<file path="src/rtl/prime_pkg.sv">
// rtl/prime_pkg.sv - shared types and constants for the prime stream reader
package prime_pkg;

    localparam int PRIME_W = 32;
    localparam int TIMER_W = 12;

    localparam logic [1:0] ADDR_MAX   = 2'b00;
    localparam logic [1:0] ADDR_TABLE = 2'b01;
    localparam logic [1:0] RESP_OKAY  = 2'b00;

    typedef enum logic [3:0] {
        ST_IDLE,
        ST_WR_MAX,
        ST_WAIT_RESP,
        ST_WAIT_DONE,
        ST_RD_ISSUE,
        ST_RD_EVAL,
        ST_EMIT,
        ST_FINISH,
        ST_FAIL
    } prime_rd_state_t;

endpackage

</file>
<file path="src/rtl/prime_timeout_cnt.sv">
// rtl/prime_timeout_cnt.sv - wait-state watchdog counter with clear, enable and expired flag
module prime_timeout_cnt #(
    parameter int LIMIT = 4096,
    parameter int W     = 12
) (
    input  logic clk,
    input  logic reset,
    input  logic clear,
    input  logic enable,
    output logic expired
);

    logic [W-1:0] cnt;

    // expired is seen during the LIMIT-th enabled cycle so the owner leaves exactly LIMIT cycles after entry
    assign expired = (cnt == W'(LIMIT - 1));

    // count enabled cycles, freeze once expired, restart on clear
    always_ff @(posedge clk) begin
        if (reset || clear) begin
            cnt <= '0;
        end else if (enable && !expired) begin
            cnt <= cnt + 1'b1;
        end
    end

endmodule

</file>
<file path="src/rtl/prime_stream_reader.sv">
// rtl/prime_stream_reader.sv - Avalon-MM reader of the prime table, re-emitted as a valid/ready stream
module prime_stream_reader
    import prime_pkg::*;
#(
    parameter int MAX_PRIMES     = 256,
    parameter int READ_LATENCY   = 2,
    parameter int TIMEOUT_CYCLES = 4096
) (
    input  logic               clk,
    input  logic               reset,
    input  logic               start,
    input  logic [9:0]         max_value,
    output logic               gen_write,
    output logic [1:0]         gen_address,
    output logic [PRIME_W-1:0] gen_writedata,
    input  logic [PRIME_W-1:0] gen_readdata,
    input  logic [1:0]         gen_response,
    input  logic               gen_writeresponsevalid,
    input  logic               gen_done,
    output logic [PRIME_W-1:0] prime_data,
    output logic               prime_valid,
    input  logic               prime_ready,
    output logic               prime_last,
    output logic               busy,
    output logic               finished,
    output logic               error,
    output logic [8:0]         prime_count
);

    localparam int IDX_W = (MAX_PRIMES > 1) ? $clog2(MAX_PRIMES) : 1;
    localparam int LAT_W = $clog2(READ_LATENCY + 1);
    localparam logic [IDX_W-1:0] LAST_IDX  = IDX_W'(MAX_PRIMES - 1);
    localparam logic [8:0]       COUNT_MAX = 9'(MAX_PRIMES);

    prime_rd_state_t state, state_n;

    logic [IDX_W-1:0]   idx, idx_n;
    logic [PRIME_W-1:0] hold, hold_n;
    logic               hold_valid, hold_valid_n;
    logic [PRIME_W-1:0] rd_data, rd_data_n;
    logic               tail, tail_n;
    logic [9:0]         max_q, max_n;
    logic [LAT_W-1:0]   lat, lat_n;
    logic [8:0]         count_n;
    logic               error_n;
    logic               gen_write_n;
    logic [1:0]         gen_address_n;
    logic [PRIME_W-1:0] gen_writedata_n;
    logic [PRIME_W-1:0] data_n;
    logic               valid_n;
    logic               last_n;
    logic               busy_n;
    logic               finished_n;

    logic tmo_clear;
    logic tmo_enable;
    logic tmo_expired;
    logic rd_zero;
    logic at_last;

    assign tmo_clear  = (state_n != state);
    assign tmo_enable = (state == ST_WAIT_RESP) || (state == ST_WAIT_DONE);
    assign rd_zero    = (rd_data == '0);
    assign at_last    = (idx == LAST_IDX);

    prime_timeout_cnt #(
        .LIMIT (TIMEOUT_CYCLES),
        .W     (TIMER_W)
    ) u_timeout (
        .clk     (clk),
        .reset   (reset),
        .clear   (tmo_clear),
        .enable  (tmo_enable),
        .expired (tmo_expired)
    );

    // state, datapath and registered outputs
    always_ff @(posedge clk) begin
        if (reset) begin
            state         <= ST_IDLE;
            idx           <= '0;
            hold          <= '0;
            hold_valid    <= 1'b0;
            rd_data       <= '0;
            tail          <= 1'b0;
            max_q         <= '0;
            lat           <= '0;
            prime_count   <= '0;
            error         <= 1'b0;
            gen_write     <= 1'b0;
            gen_address   <= ADDR_MAX;
            gen_writedata <= '0;
            prime_data    <= '0;
            prime_valid   <= 1'b0;
            prime_last    <= 1'b0;
            busy          <= 1'b0;
            finished      <= 1'b0;
        end else begin
            state         <= state_n;
            idx           <= idx_n;
            hold          <= hold_n;
            hold_valid    <= hold_valid_n;
            rd_data       <= rd_data_n;
            tail          <= tail_n;
            max_q         <= max_n;
            lat           <= lat_n;
            prime_count   <= count_n;
            error         <= error_n;
            gen_write     <= gen_write_n;
            gen_address   <= gen_address_n;
            gen_writedata <= gen_writedata_n;
            prime_data    <= data_n;
            prime_valid   <= valid_n;
            prime_last    <= last_n;
            busy          <= busy_n;
            finished      <= finished_n;
        end
    end

    // next-state, datapath updates, and output values decoded from the next state
    always_comb begin
        state_n      = state;
        idx_n        = idx;
        hold_n       = hold;
        hold_valid_n = hold_valid;
        rd_data_n    = rd_data;
        tail_n       = tail;
        max_n        = max_q;
        lat_n        = '0;
        count_n      = prime_count;
        error_n      = error;
        data_n       = prime_data;
        last_n       = prime_last;

        case (state)
            ST_IDLE: begin
                if (start) begin
                    state_n      = ST_WR_MAX;
                    max_n        = max_value;
                    error_n      = 1'b0;
                    count_n      = '0;
                    idx_n        = '0;
                    hold_valid_n = 1'b0;
                    tail_n       = 1'b0;
                end
            end
            ST_WR_MAX: begin
                state_n = ST_WAIT_RESP;
            end
            ST_WAIT_RESP: begin
                if (gen_writeresponsevalid) begin
                    state_n = (gen_response == RESP_OKAY) ? ST_WAIT_DONE : ST_FAIL;
                end else if (tmo_expired) begin
                    state_n = ST_FAIL;
                end
            end
            ST_WAIT_DONE: begin
                if (gen_done) begin
                    state_n = ST_RD_ISSUE;
                end else if (tmo_expired) begin
                    state_n = ST_FAIL;
                end
            end
            ST_RD_ISSUE: begin
                if (lat == LAT_W'(READ_LATENCY - 1)) begin
                    rd_data_n = gen_readdata;
                    state_n   = ST_RD_EVAL;
                end else begin
                    lat_n = lat + 1'b1;
                end
            end
            ST_RD_EVAL: begin
                if (tail) begin
                    // final table entry was already read; it sits in hold and closes the list
                    data_n  = hold;
                    last_n  = 1'b1;
                    tail_n  = 1'b0;
                    state_n = ST_EMIT;
                end else if (!hold_valid) begin
                    if (rd_zero) begin
                        state_n = ST_FINISH;
                    end else if (at_last) begin
                        hold_n       = rd_data;
                        hold_valid_n = 1'b1;
                        data_n       = rd_data;
                        last_n       = 1'b1;
                        state_n      = ST_EMIT;
                    end else begin
                        hold_n       = rd_data;
                        hold_valid_n = 1'b1;
                        idx_n        = idx + 1'b1;
                        state_n      = ST_RD_ISSUE;
                    end
                end else begin
                    data_n  = hold;
                    last_n  = rd_zero;
                    state_n = ST_EMIT;
                    if (!rd_zero) begin
                        hold_n = rd_data;
                        tail_n = at_last;
                    end
                end
            end
            ST_EMIT: begin
                if (prime_valid && prime_ready) begin
                    if (prime_count != COUNT_MAX) begin
                        count_n = prime_count + 9'd1;
                    end
                    if (prime_last) begin
                        state_n = ST_FINISH;
                    end else if (tail) begin
                        state_n = ST_RD_EVAL;
                    end else begin
                        idx_n   = idx + 1'b1;
                        state_n = ST_RD_ISSUE;
                    end
                end
            end
            ST_FINISH: begin
                state_n = ST_IDLE;
            end
            ST_FAIL: begin
                state_n = ST_IDLE;
            end
            default: begin
                state_n = ST_IDLE;
            end
        endcase

        if (state_n == ST_FAIL) begin
            error_n = 1'b1;
        end

        gen_write_n     = (state_n == ST_WR_MAX);
        gen_address_n   = (state_n == ST_RD_ISSUE) ? ADDR_TABLE : ADDR_MAX;
        gen_writedata_n = '0;
        if (state_n == ST_WR_MAX) begin
            gen_writedata_n = PRIME_W'(max_n);
        end else if (state_n == ST_RD_ISSUE) begin
            gen_writedata_n = PRIME_W'(idx_n);
        end

        valid_n = (state_n == ST_EMIT);
        if (!valid_n) begin
            data_n = '0;
            last_n = 1'b0;
        end

        busy_n     = (state_n != ST_IDLE);
        finished_n = (state_n == ST_FINISH);
    end

endmodule

</file>
<file path="config.mk">
export PLATFORM = sky130hd
export DESIGN_NAME = prime_stream_reader
export DESIGN_NICKNAME = d
export VERILOG_FILES = /design/src/rtl/prime_pkg.sv /design/src/rtl/prime_timeout_cnt.sv /design/src/rtl/prime_stream_reader.sv
export SDC_FILE = /design/constraint.sdc
export NUM_CORES = 1
export LEC_CHECK = 0
export CAP_MARGIN = 25
export CORE_MARGIN = 2
export CORE_UTILIZATION = 55
export CTS_CLUSTER_SIZE = 20
export DETAILED_ROUTE_END_ITERATION = 8
export GPL_TIMING_DRIVEN = 0
export PLACE_DENSITY = 0.87
export SETUP_SLACK_MARGIN = 0.05
export SLEW_MARGIN = 5
export SYNTH_ARGS = -nofsm -noshare
export SYNTH_HDL_FRONTEND = slang
export SYNTH_SLANG_ARGS = --single-unit
</file>
<file path="constraint.sdc">
create_clock -name clk -period 6.2 [get_ports clk]
set_input_delay 1.86 -clock clk [delete_from_list [all_inputs] [get_ports clk]]
set_output_delay 1.86 -clock clk [all_outputs]
set_load 0.02 [all_outputs]
</file>
==> results by group <==
GRT
  – GRT Residual Overflow: 0
  – Antenna violations before repair: 0
  – Wire length of the first global-routing pass: 29200 um
  – Vias in the first global route: 6006
  – Overall global routing resource usage: 0.257
  – Pin count of the biggest net entering global routing: 17

Floorplanning
  – Row Count: 41
  – Die outline height: 118 um
  – Width of the die: 118 um
  – Floorplan die area: 13900 sq um
  – Placeable Area: about 13000 sq um
  – Top-level port count: 131
  – Initial standard-cell utilization of the core: 0.564

Yosys
  – Combined area of all synthesized cells: 7140 sq um
  – Async S/R FF share, synth: 0
  – Synth top area cells: sky130_fd_sc_hd__dfxtp_1 44%, sky130_fd_sc_hd__nand2_1 9.2%, sky130_fd_sc_hd__a311oi_2 6.1%
  – Most common library cells after synthesis: 176 x sky130_fd_sc_hd__nand2_1, 156 x sky130_fd_sc_hd__dfxtp_1, 109 x sky130_fd_sc_hd__nor2_1
  – Yosys warning total: 0
  – Synth Flop Type: sky130_fd_sc_hd__dfxtp_1
  – Number of distinct library cell variants in the gate-level netlist after synthesis: 75
  – Most common cell in the netlist: sky130_fd_sc_hd__nand2_1
  – Library cell occupying the most area in the post-synthesis netlist: sky130_fd_sc_hd__dfxtp_1
  – Post-synth EDFFs: 0
  – Yosys top cell area share: 0.437
  – Synthesized area per cell: between 8 and 9 sq um
  – Sequential element share of the synthesized area: 0.437
  – Syn Inst Count: 822
  – Number of storage elements in the synthesis netlist: 156

Placed design
  – Final weighted congestion in routability-driven placement: 0.918
  – Number of placed instances, taps included: 1123
  – Port bufs: 107
  – Total half-perimeter wirelength after legalization and detailed placement: 12500 um

Worst setup path
  – Crit path required time: approximately 6500 ps
  – Stage delay of the slowest cell on the critical path: 650 ps
  – Worst setup path startpoint: prime_ready
  – Worst-path cell with the longest stage delay: sky130_fd_sc_hd__nor4bb_1
  – CP Max Fanout: 5
  – Crit Path Class: primary input to flip-flop
  – Most frequent CP cell: sky130_fd_sc_hd__a21oi_1
  – Worst-path cell chain: clkdlybuf4s50_1 -> nor4bb_1 -> a21oi_1 -> a21oi_1 -> a211oi_1 -> a311o_1 -> a32o_1
  – Startpoint types: primary input
  – Arrival time of the worst setup path: 4080 ps
  – Launch point of the worst reg-to-reg path: idx[1]$_SDFF_PP0_
  – Cell family contributing the most delay on the critical path: compound AO/OA/AOI/OAI gates
  – Crit path buf inv count: 1
  – Kind of end point of the critical path: flip-flop

Power
  – Sequential fraction of design power: 0.464
  – Static leakage power: between 3 and 4 nW
  – Sw power: 0.500 mW
  – Worst supply voltage drop on vdd: 188 uV
  – Power density relative to cell area: 241 nW/um^2
  – Share of total power in combinational logic: 0.073
  – Sw Share: 0.228
  – Internal power consumption: 1.69 mW
  – Portion of total power attributed to the clock network: 0.464
  – Total power of the final layout: 2.19 mW

Clock tree
  – Post-CTS setup buffer count: 0
  – Clock Tree Buf Depth: 2
  – Number of clock sinks: 156
  – CTS tree: done
  – Clk Tree Root Cell: sky130_fd_sc_hd__clkbuf_16
  – Number of gates given a new drive strength after cts: 0
  – Clock network latency to the later pin of the worst-skew pair: roughly 430 ps
  – Worst-path clk slew: 60 ps
  – Clock buffer count from CTS: 17
  – CTS H-tree lvls: 4
  – Hold buffers post-CTS: 0

Layout
  – Net count, final: ~1000
  – Fraction of final layout cells with drive strength greater than 1: 0.133
  – Final Core Density: 0.717
  – N_diodes: 0
  – Final Non-Filler Cells: 1154
  – Area growth from synthesis to layout: 27.3%
  – Number of filler instances in the final layout: 992

STA
  – Post-route clock period utilization: 0.608
  – Min Clock Period, post-route: around 3800 ps
  – RSZ-0062 raised after global routing: false
  – Final Hold Viols: 0
  – Count of final max-slew check failures: 0
  – Post-Route Setup TNS: 0 ps
  – Least-Margin Pin Slew: 695 ps
  – Final worst hold slack: 417 ps
  – Final setup viols: 0
  – Setup clock skew after layout: roughly 7.3 ps
  – Maximum clock frequency: between 200 and 300 MHz
  – Worst rel slew slack: 0.530

Detailed routing
  – DRT antenna net count: 0
  – Violation count after the first detailed-route iteration: around 340
  – Final routed wirelength across all metal layers: 17500 um
  – DR vias: 6353
  – Number of search-and-repair iterations in the first detailed-routing pass: 4
  – Remaining routing DRC violations: 0
  – Routed wire length per instance: between 15 and 20 um
  – Via-to-Cell Ratio: 5.51

Job
  – Number of maximum-capacitance violations: 0

Worst hold path
  – Type of the most critical hold path: flip-flop to flip-flop
  – Critical hold path startpoint: lat[0]$_SDFF_PP0_

Outcome
  – Run status: complete, no violations
## layout by cell type (no fill, tap or decap), types with 5 or more instances in the layout
master / count
sky130_fd_sc_hd__dfxtp_1: 156
sky130_fd_sc_hd__ha_1: 5
sky130_fd_sc_hd__and3_1: 8
sky130_fd_sc_hd__clkdlybuf4s50_1: 107
sky130_fd_sc_hd__a311oi_2: 29
sky130_fd_sc_hd__a21oi_1: 67
sky130_fd_sc_hd__nand4_1: 7
sky130_fd_sc_hd__clkbuf_16: 17
sky130_fd_sc_hd__nand2_1: 176
sky130_fd_sc_hd__xor2_1: 15
sky130_fd_sc_hd__mux2i_1: 33
sky130_fd_sc_hd__o21ai_0: 6
sky130_fd_sc_hd__nor4_2: 9
sky130_fd_sc_hd__clkbuf_1: 30
sky130_fd_sc_hd__conb_1: 23
sky130_fd_sc_hd__inv_1: 10
sky130_fd_sc_hd__nand3_1: 9
sky130_fd_sc_hd__buf_4: 27
sky130_fd_sc_hd__buf_2: 15
sky130_fd_sc_hd__nor2_1: 109
sky130_fd_sc_hd__nor3_1: 8
## worst paths after layout
check | to | slack [ps] | cells after the start
worst min register to register | lat[0]$_SDFF_PP0_ | 420 | 1
worst max register to register | prime_data[4]$_SDFFE_PP0P_ | 3710 | 9
worst min-delay path | lat[0]$_SDFF_PP0_ | 420 | 1
worst max-delay path | gen_writedata[2]$_SDFF_PP0_ | 2430 | 7
## metal layers
layer	GRT usage	share of wire	up-vias
li1	-	-	3118
met1	0.329	0.44	3000
met4	0.0971	0.025	0
met2	0.427	0.48	202
met5	0	0	-
met3	0.0528	0.058	33
## sequential cells by signal, summed over array words and instances, names as in the netlist, 2 cells and up
register	cells
hold	32
max_q	6
rd_data	32
gen_writedata	10
prime_data	32
prime_count	9
idx	8
u_timeout.cnt	12
state	4
lat	2
## final cells by class
cell class	instances	area, sq um	area share
Multi-Input combinational cell	600	3630	0.399
Clock buffer	21	460	0.0507
Timing Repair Buffer	107	1070	0.118
Buffer	78	438	0.0482
Tap cell	172	215	0.0237
Inverter	10	37.5	0.00413
Clock inverter	10	118	0.0129
Sequential cell	156	3120	0.344
## power groups by stage
stage | registers (mW) | clock network [mW] | logic [mW]
after CTS | 1.02 | 1.02 | 0.158
after floorplan | 1.04 | 0 | 0.0895
after detailed placement | 1.04 | 0 | 0.156
after global placement | 1.04 | 0 | 0.154
final | 1.02 | 1.02 | 0.159
after global routing | 1.02 | 1.07 | 0.171
## cells by family after synthesis
logic type / after synthesis / share of synthesized area
AOI/OAI and AO/OA: 153 / 0.176
xor gates and xnor gates: 19 / 0.0233
adders and majority gates: 5 / 0.00876
buffers and inverters: 88 / 0.0666
DFF: 156 / 0.437
muxes: 34 / 0.0478
other: 1 / 0.000525
and+or+nand+nor: 366 / 0.240
## worst reg2reg max path: stages, from the launching register on
cell,delay [ps]
sky130_fd_sc_hd__dfxtp_1,390
sky130_fd_sc_hd__ha_1,310
sky130_fd_sc_hd__nand2_1,140
sky130_fd_sc_hd__nor3_1,330
sky130_fd_sc_hd__o21ai_1,130
sky130_fd_sc_hd__a21oi_1,230
sky130_fd_sc_hd__buf_2,250
sky130_fd_sc_hd__buf_2,290
sky130_fd_sc_hd__nor2_1,80
sky130_fd_sc_hd__a311oi_2,240
## per-stage QoR
step	worst slack (ps)	area, sq um
6_report	2430	9090
5_1_grt	2360	9090
4_1_cts	2480	9090
3_5_place_dp	2050	8510
3_3_place_gp	2040	8510
2_1_floorplan	2840	7230
No activity file was read; power rests on OpenSTA's default activity.
